### config.mk
export PLATFORM = sky130hd
export DESIGN_NAME = sram_port_arb
export DESIGN_NICKNAME = d
export VERILOG_FILES = /design/src/rtl/sram_port_arb_pkg.sv /design/src/rtl/sram_port_arb_rr.sv /design/src/rtl/sram_port_arb.sv
export SDC_FILE = /design/constraint.sdc
export NUM_CORES = 1
export LEC_CHECK = 0
export ABC_CLOCK_PERIOD_IN_PS = 1600
export BUFFER_PORTS_ARGS = -buffer_cell sky130_fd_sc_hd__buf_2
export CAP_MARGIN = 20
export CORE_AREA = 2 2 121 123
export CTS_CLUSTER_SIZE = 8
export DETAILED_ROUTE_END_ITERATION = 12
export DIE_AREA = 0 0 123 125
export MAX_ROUTING_LAYER = met4
export SLEW_MARGIN = 0
export SYNTH_ARGS = -nofsm -noshare
export SYNTH_HDL_FRONTEND = slang
export SYNTH_SLANG_ARGS = --single-unit
### constraint.sdc
create_clock -name clk_i -period 1.6 [get_ports clk_i]
set_clock_uncertainty 0.05 [all_clocks]
set_input_delay 0.08 -clock clk_i [delete_from_list [all_inputs] [get_ports clk_i]]
set_output_delay 0.08 -clock clk_i [all_outputs]
set_load 0.05 [all_outputs]
### src/rtl/sram_port_arb_pkg.sv
// sram_port_arb_pkg: shared types and helpers for the SRAM port arbiter.
package sram_port_arb_pkg;

  typedef enum logic {
    INIT = 1'b0,
    RUN  = 1'b1
  } arb_state_e;

  localparam int MaxReq = 8;

  // Width of a requester index; never narrower than one bit.
  function automatic int idx_w(input int n);
    return (n > 2) ? $clog2(n) : 1;
  endfunction

endpackage

### src/rtl/sram_port_arb_rr.sv
// sram_port_arb_rr: combinational round-robin picker. Searches cyclically
// from ptr and returns the first active request as one-hot plus index.
module sram_port_arb_rr
  import sram_port_arb_pkg::*;
#(
  parameter int NumReq = 2,
  parameter int Iw     = idx_w(NumReq)
) (
  input  logic [NumReq-1:0] req,
  input  logic [Iw-1:0]     ptr,
  output logic [NumReq-1:0] gnt,
  output logic [Iw-1:0]     idx
);

  // cyclic scan starting at ptr; first requester found wins
  always_comb begin
    int           c;
    logic [Iw-1:0] ci;
    logic         found;
    c     = 0;
    ci    = '0;
    found = 1'b0;
    gnt   = '0;
    idx   = '0;
    for (int i = 0; i < MaxReq; i++) begin
      if (i < NumReq) begin
        c = int'(ptr) + i;
        if (c >= NumReq) c = c - NumReq;
        ci = Iw'(c);
        if (!found && req[ci]) begin
          found   = 1'b1;
          gnt[ci] = 1'b1;
          idx     = ci;
        end
      end
    end
  end

endmodule

### src/rtl/sram_port_arb.sv
// sram_port_arb: shares one 1-cycle-latency SRAM port between NumReq
// requesters with round-robin, same-cycle grant. Define
// SRAM_PORT_ARB_ZERO_INIT_EN to add the post-reset zeroing sequencer.
module sram_port_arb
  import sram_port_arb_pkg::*;
#(
  parameter int NumReq = 2,
  parameter int Aw     = 14,
  parameter int Dw     = 32
) (
  input  logic                       clk_i,
  input  logic                       rst_i,
  input  logic [NumReq-1:0]          req_i,
  output logic [NumReq-1:0]          gnt_o,
  input  logic [NumReq-1:0]          we_i,
  input  logic [NumReq-1:0][Aw-1:0]  addr_i,
  input  logic [NumReq-1:0][Dw-1:0]  wdata_i,
  input  logic [NumReq-1:0][Dw-1:0]  wmask_i,
  output logic [NumReq-1:0]          rvalid_o,
  output logic [Dw-1:0]              rdata_o,
  output logic                       sram_req_o,
  output logic                       sram_we_o,
  output logic [Aw-1:0]              sram_addr_o,
  output logic [Dw-1:0]              sram_wdata_o,
  output logic [Dw-1:0]              sram_wmask_o,
  input  logic [Dw-1:0]              sram_rdata_i,
  output logic                       init_done_o
);

  localparam int Iw = idx_w(NumReq);

  arb_state_e        state;
  logic [NumReq-1:0] pick_gnt;
  logic [Iw-1:0]     pick_idx;
  logic [Iw-1:0]     ptr;
  logic              rd_pend;
  logic [Iw-1:0]     rd_idx;
  logic              run;

  sram_port_arb_rr #(
    .NumReq (NumReq),
    .Iw     (Iw)
  ) u_rr (
    .req (req_i),
    .ptr (ptr),
    .gnt (pick_gnt),
    .idx (pick_idx)
  );

  // Grants only in RUN and never in a reset cycle; requests stay pending.
  assign run   = (state == RUN) && !rst_i;
  assign gnt_o = run ? pick_gnt : '0;

`ifdef SRAM_PORT_ARB_ZERO_INIT_EN
  arb_state_e    state_nxt;
  logic [Aw-1:0] init_cnt;

  // state register and zeroing address counter
  always_ff @(posedge clk_i) begin
    if (rst_i) begin
      state    <= INIT;
      init_cnt <= '0;
    end else begin
      state <= state_nxt;
      if (state == INIT) init_cnt <= init_cnt + 1'b1;
    end
  end

  // INIT ends once the last word is written; RUN holds until reset
  always_comb begin
    state_nxt = state;
    if (state == INIT && init_cnt == '1) state_nxt = RUN;
  end

  assign init_done_o = (state == RUN);
`else
  assign state       = RUN;
  assign init_done_o = 1'b1;
`endif

  // port mux: granted requester's fields, overridden by the zeroing writes
  always_comb begin
    sram_req_o   = |gnt_o;
    sram_we_o    = we_i[pick_idx];
    sram_addr_o  = addr_i[pick_idx];
    sram_wdata_o = wdata_i[pick_idx];
    sram_wmask_o = wmask_i[pick_idx];
`ifdef SRAM_PORT_ARB_ZERO_INIT_EN
    if (state == INIT && !rst_i) begin
      sram_req_o   = 1'b1;
      sram_we_o    = 1'b1;
      sram_addr_o  = init_cnt;
      sram_wdata_o = '0;
      sram_wmask_o = '1;
    end
`endif
  end

  // priority pointer and read-return tracking
  always_ff @(posedge clk_i) begin
    if (rst_i) begin
      ptr     <= '0;
      rd_pend <= 1'b0;
      rd_idx  <= '0;
    end else begin
      rd_pend <= (|gnt_o) && !we_i[pick_idx];
      if (|gnt_o) begin
        rd_idx <= pick_idx;
        ptr    <= (pick_idx == Iw'(NumReq - 1)) ? '0 : pick_idx + 1'b1;
      end
    end
  end

  // read data is steered by index; a reset cycle drops it
  always_comb begin
    rvalid_o = '0;
    if (rd_pend && !rst_i) rvalid_o[rd_idx] = 1'b1;
  end

  assign rdata_o = sram_rdata_i;

endmodule
==> flow_metrics.env <==
export IMPL_wl_per_cell_um=14.8
export IMPL_final_common_cell="buf_2"
export IMPL_start_util=0.0967
export IMPL_worst_hold_slack_ns=0.0320
export IMPL_mostFrequentLayoutCells="179 x buf_2, 57 x mux2_4, 39 x buf_6, 30 x buf_8, 20 x mux2_2"
export IMPL_worst_slack_ns=-0.129
export IMPL_first_global_vias=1962
export IMPL_cp_max_fo=7
export IMPL_dpl_cell_count=530
export IMPL_status="complete, but fails checks"
export IMPL_r2r_end="rd_pend"
export IMPL_p_int_w=0.00124
export IMPL_crit_path_end="sram_wmask_o[11]"
export IMPL_post_dp_hpwl_um=5230
export IMPL_rsz0062_at_grt="true"
export IMPL_p_sw_w=0.00108
export IMPL_die_area_um2=15400
export IMPL_yosysSeqAreaShare=0.0437
export IMPL_numCtsBuffers=3
export IMPL_hold_viol_final=0
export IMPL_r2r_start="ptr"
export IMPL_remaining_drc_errors=0
export IMPL_critPathCaptureType="output pin"
export IMPL_nNetsFinal=558
export IMPL_clock_sinks=3
export IMPL_cp_required_ns=1.47
export IMPL_antenna_left=0
export IMPL_fin_cells=547
export IMPL_tritoncts="built"
export IMPL_ys_seq_elements=3
export IMPL_syn_area_per_cell_um2=9.88
export IMPL_cts_clk_slew_worst_paths_ns=0.03
export IMPL_p_total_w=0.00231
export IMPL_hold_path_class="in -> reg"
export IMPL_cts_buffer_depth=2
export IMPL_antenna_found_initial=0
export IMPL_postCtsHoldBufs=0
export IMPL_seq_power_share=0.036
export IMPL_rr_worst_depth=3
export IMPL_crit_arrival_ns=1.60
export IMPL_cts_root_buffer="clkbuf_16"
export IMPL_yosys_area_top_type="mux2_2"
export IMPL_drtPass1Iterations=4
export IMPL_n_antenna_cell=0
export IMPL_syn_inst=139
export IMPL_path_class="reg -> out"
export IMPL_io_pins=311
export IMPL_synthesis_nets=333
export IMPL_vias=1926
export IMPL_ys_top_cells_by_area="mux2_2 59%, buf_4 19%, mux2_1 5.7%, buf_6 4.9%, dfxtp_1 4.4%"
export IMPL_worstSkewPairLatency_ns=0.22
export IMPL_max_freq_mhz=578
export IMPL_finalCriticalPeriod_ns=1.73
export IMPL_htreeDepth=1
export IMPL_clkPwrFrac=0.171
export IMPL_drive_gt1_frac=0.945
export IMPL_ys_warn_count=0
export IMPL_fin_crit_sh=1.08
export IMPL_synth_area_um2=1370
export IMPL_grt_max_degree=19
export IMPL_gp_congestion=0.828
export IMPL_startpoint="ptr"
export IMPL_slew_violations=0
export IMPL_die_h_um=125
export IMPL_core_area_um2=14200
export IMPL_tns_ns=-7.69
export IMPL_grt_pass1_wl_um=10000
export IMPL_grt_use_total=0.0865
export IMPL_power_density_nw_per_um2=638
export IMPL_violations="setup timing"
export IMPL_maxCapViolations=0
export IMPL_die_w_um=123
export IMPL_p_sw_frac=0.465
export IMPL_r2r_setup_slack_ns=0.55
export IMPL_vdd_drop_max_v=0.000243
export IMPL_power_frac_comb=0.792
export IMPL_routed_wl_um=8100
export IMPL_grt_overflow=0
export IMPL_port_buffers=245
export IMPL_placementRows=44
export IMPL_yosys_area_top_type_share=0.590
export IMPL_startpoint_type="flop"
export IMPL_via_per_inst=3.52
export IMPL_power_leakage_nw=2.00
export IMPL_drt_iter0_markers=47
export IMPL_setup_violations=79
export IMPL_synthToLayoutAreaGrowth_pct=164
export IMPL_ys_types=16
export IMPL_fillers=1504
cell usage after synthesis, drive strengths merged:
cell / n
dfxtp: 3
a21oi: 2
conb: 1
and3b: 1
nand2: 2
o32ai: 1
mux2: 79
nor2: 3
o21ai: 2
o21a: 1
inv: 2
nor3b: 1
buf: 41
layout make-up:
| cell class | instances | area [um^2] | share of cell area |
|---|---|---|---|
| timing repair buffer | 261 | 2050 | 0.566 |
| multi-input combinational | 93 | 1190 | 0.329 |
| tap | 184 | 230 | 0.0636 |
| clock buffer | 4 | 78.8 | 0.0218 |
| sequential | 3 | 63.8 | 0.0176 |
| inverter | 2 | 7.51 | 0.00207 |
how the worst min path moves through the flow:
stage	slack (ns)	startpoint	endpoint	cells after the start
2_1_floorplan	0.1	rst_i	rd_idx	1
3_3_place_gp	0.11	sram_rdata_i[12]	rdata_o[12]	0
3_5_place_dp	0.11	sram_rdata_i[12]	rdata_o[12]	0
4_1_cts	0.02	we_i[0]	rd_pend	2
5_1_grt	0.04	we_i[0]	rd_pend	2
6_report	0.03	we_i[0]	rd_pend	2
critical path, stage by stage, from the launching register on:
cell       delay (ns)
dfxtp_4          0.34
o21ai_4          0.19
buf_12           0.18
clkbuf_16        0.17
mux2_4           0.32
buf_6            0.16
cells by family after synthesis:
group	count (synthesis)	share of synthesized area
muxes	79	0.648
DFF	3	0.0437
other	1	0.00273
and+or+nand+nor	7	0.0255
AOI/OAI and AO/OA	6	0.0346
buffers and inverters	43	0.246
registers in the layout (all words and copies together), names as in the netlist:
name and cells:
rd_idx 1, rd_pend 1, ptr 1
per-layer routing:
| metal | wire [um] | up-vias | GRT usage |
|---|---|---|---|
| li1 | - | 915 | - |
| met1 | 2930 | 875 | 0.0865 |
| met2 | 4500 | 119 | 0.167 |
| met3 | 557 | 17 | 0.0160 |
| met4 | 99 | 0 | 0.0234 |
| met5 | 0 | - | - |
per-stage QoR:
| step | utilization | worst slack (ns) | instance area [um^2] |
|---|---|---|---|
| 2_1_floorplan | - | 0.00892 | 1370 |
| 3_3_place_gp | 0.179 | 0.0667 | 2550 |
| 3_5_place_dp | 0.179 | 0.0423 | 2550 |
| 4_1_cts | 0.229 | -0.152 | 3260 |
| 5_1_grt | 0.255 | -0.177 | 3620 |
| 6_report | 0.255 | -0.129 | 3620 |
power by group through the flow:
stage	combinational [W]	sequential (W)	clock (W)
3_5_place_dp	0.00132	0.0000864	0
6_report	0.00183	0.0000842	0.000396
4_1_cts	0.00164	0.0000858	0.000403
3_3_place_gp	0.00132	0.0000863	0
2_1_floorplan	0.00117	0.0000857	0
5_1_grt	0.00190	0.0000845	0.000410
what timing repair did:
action,in CTS,in global routing
setup buffers,4,2
resized for setup,155,74
cloned,3,6
pin swaps,1,1
endpoints found under the setup margin,79,79
(Power assumes the default switching activity.)
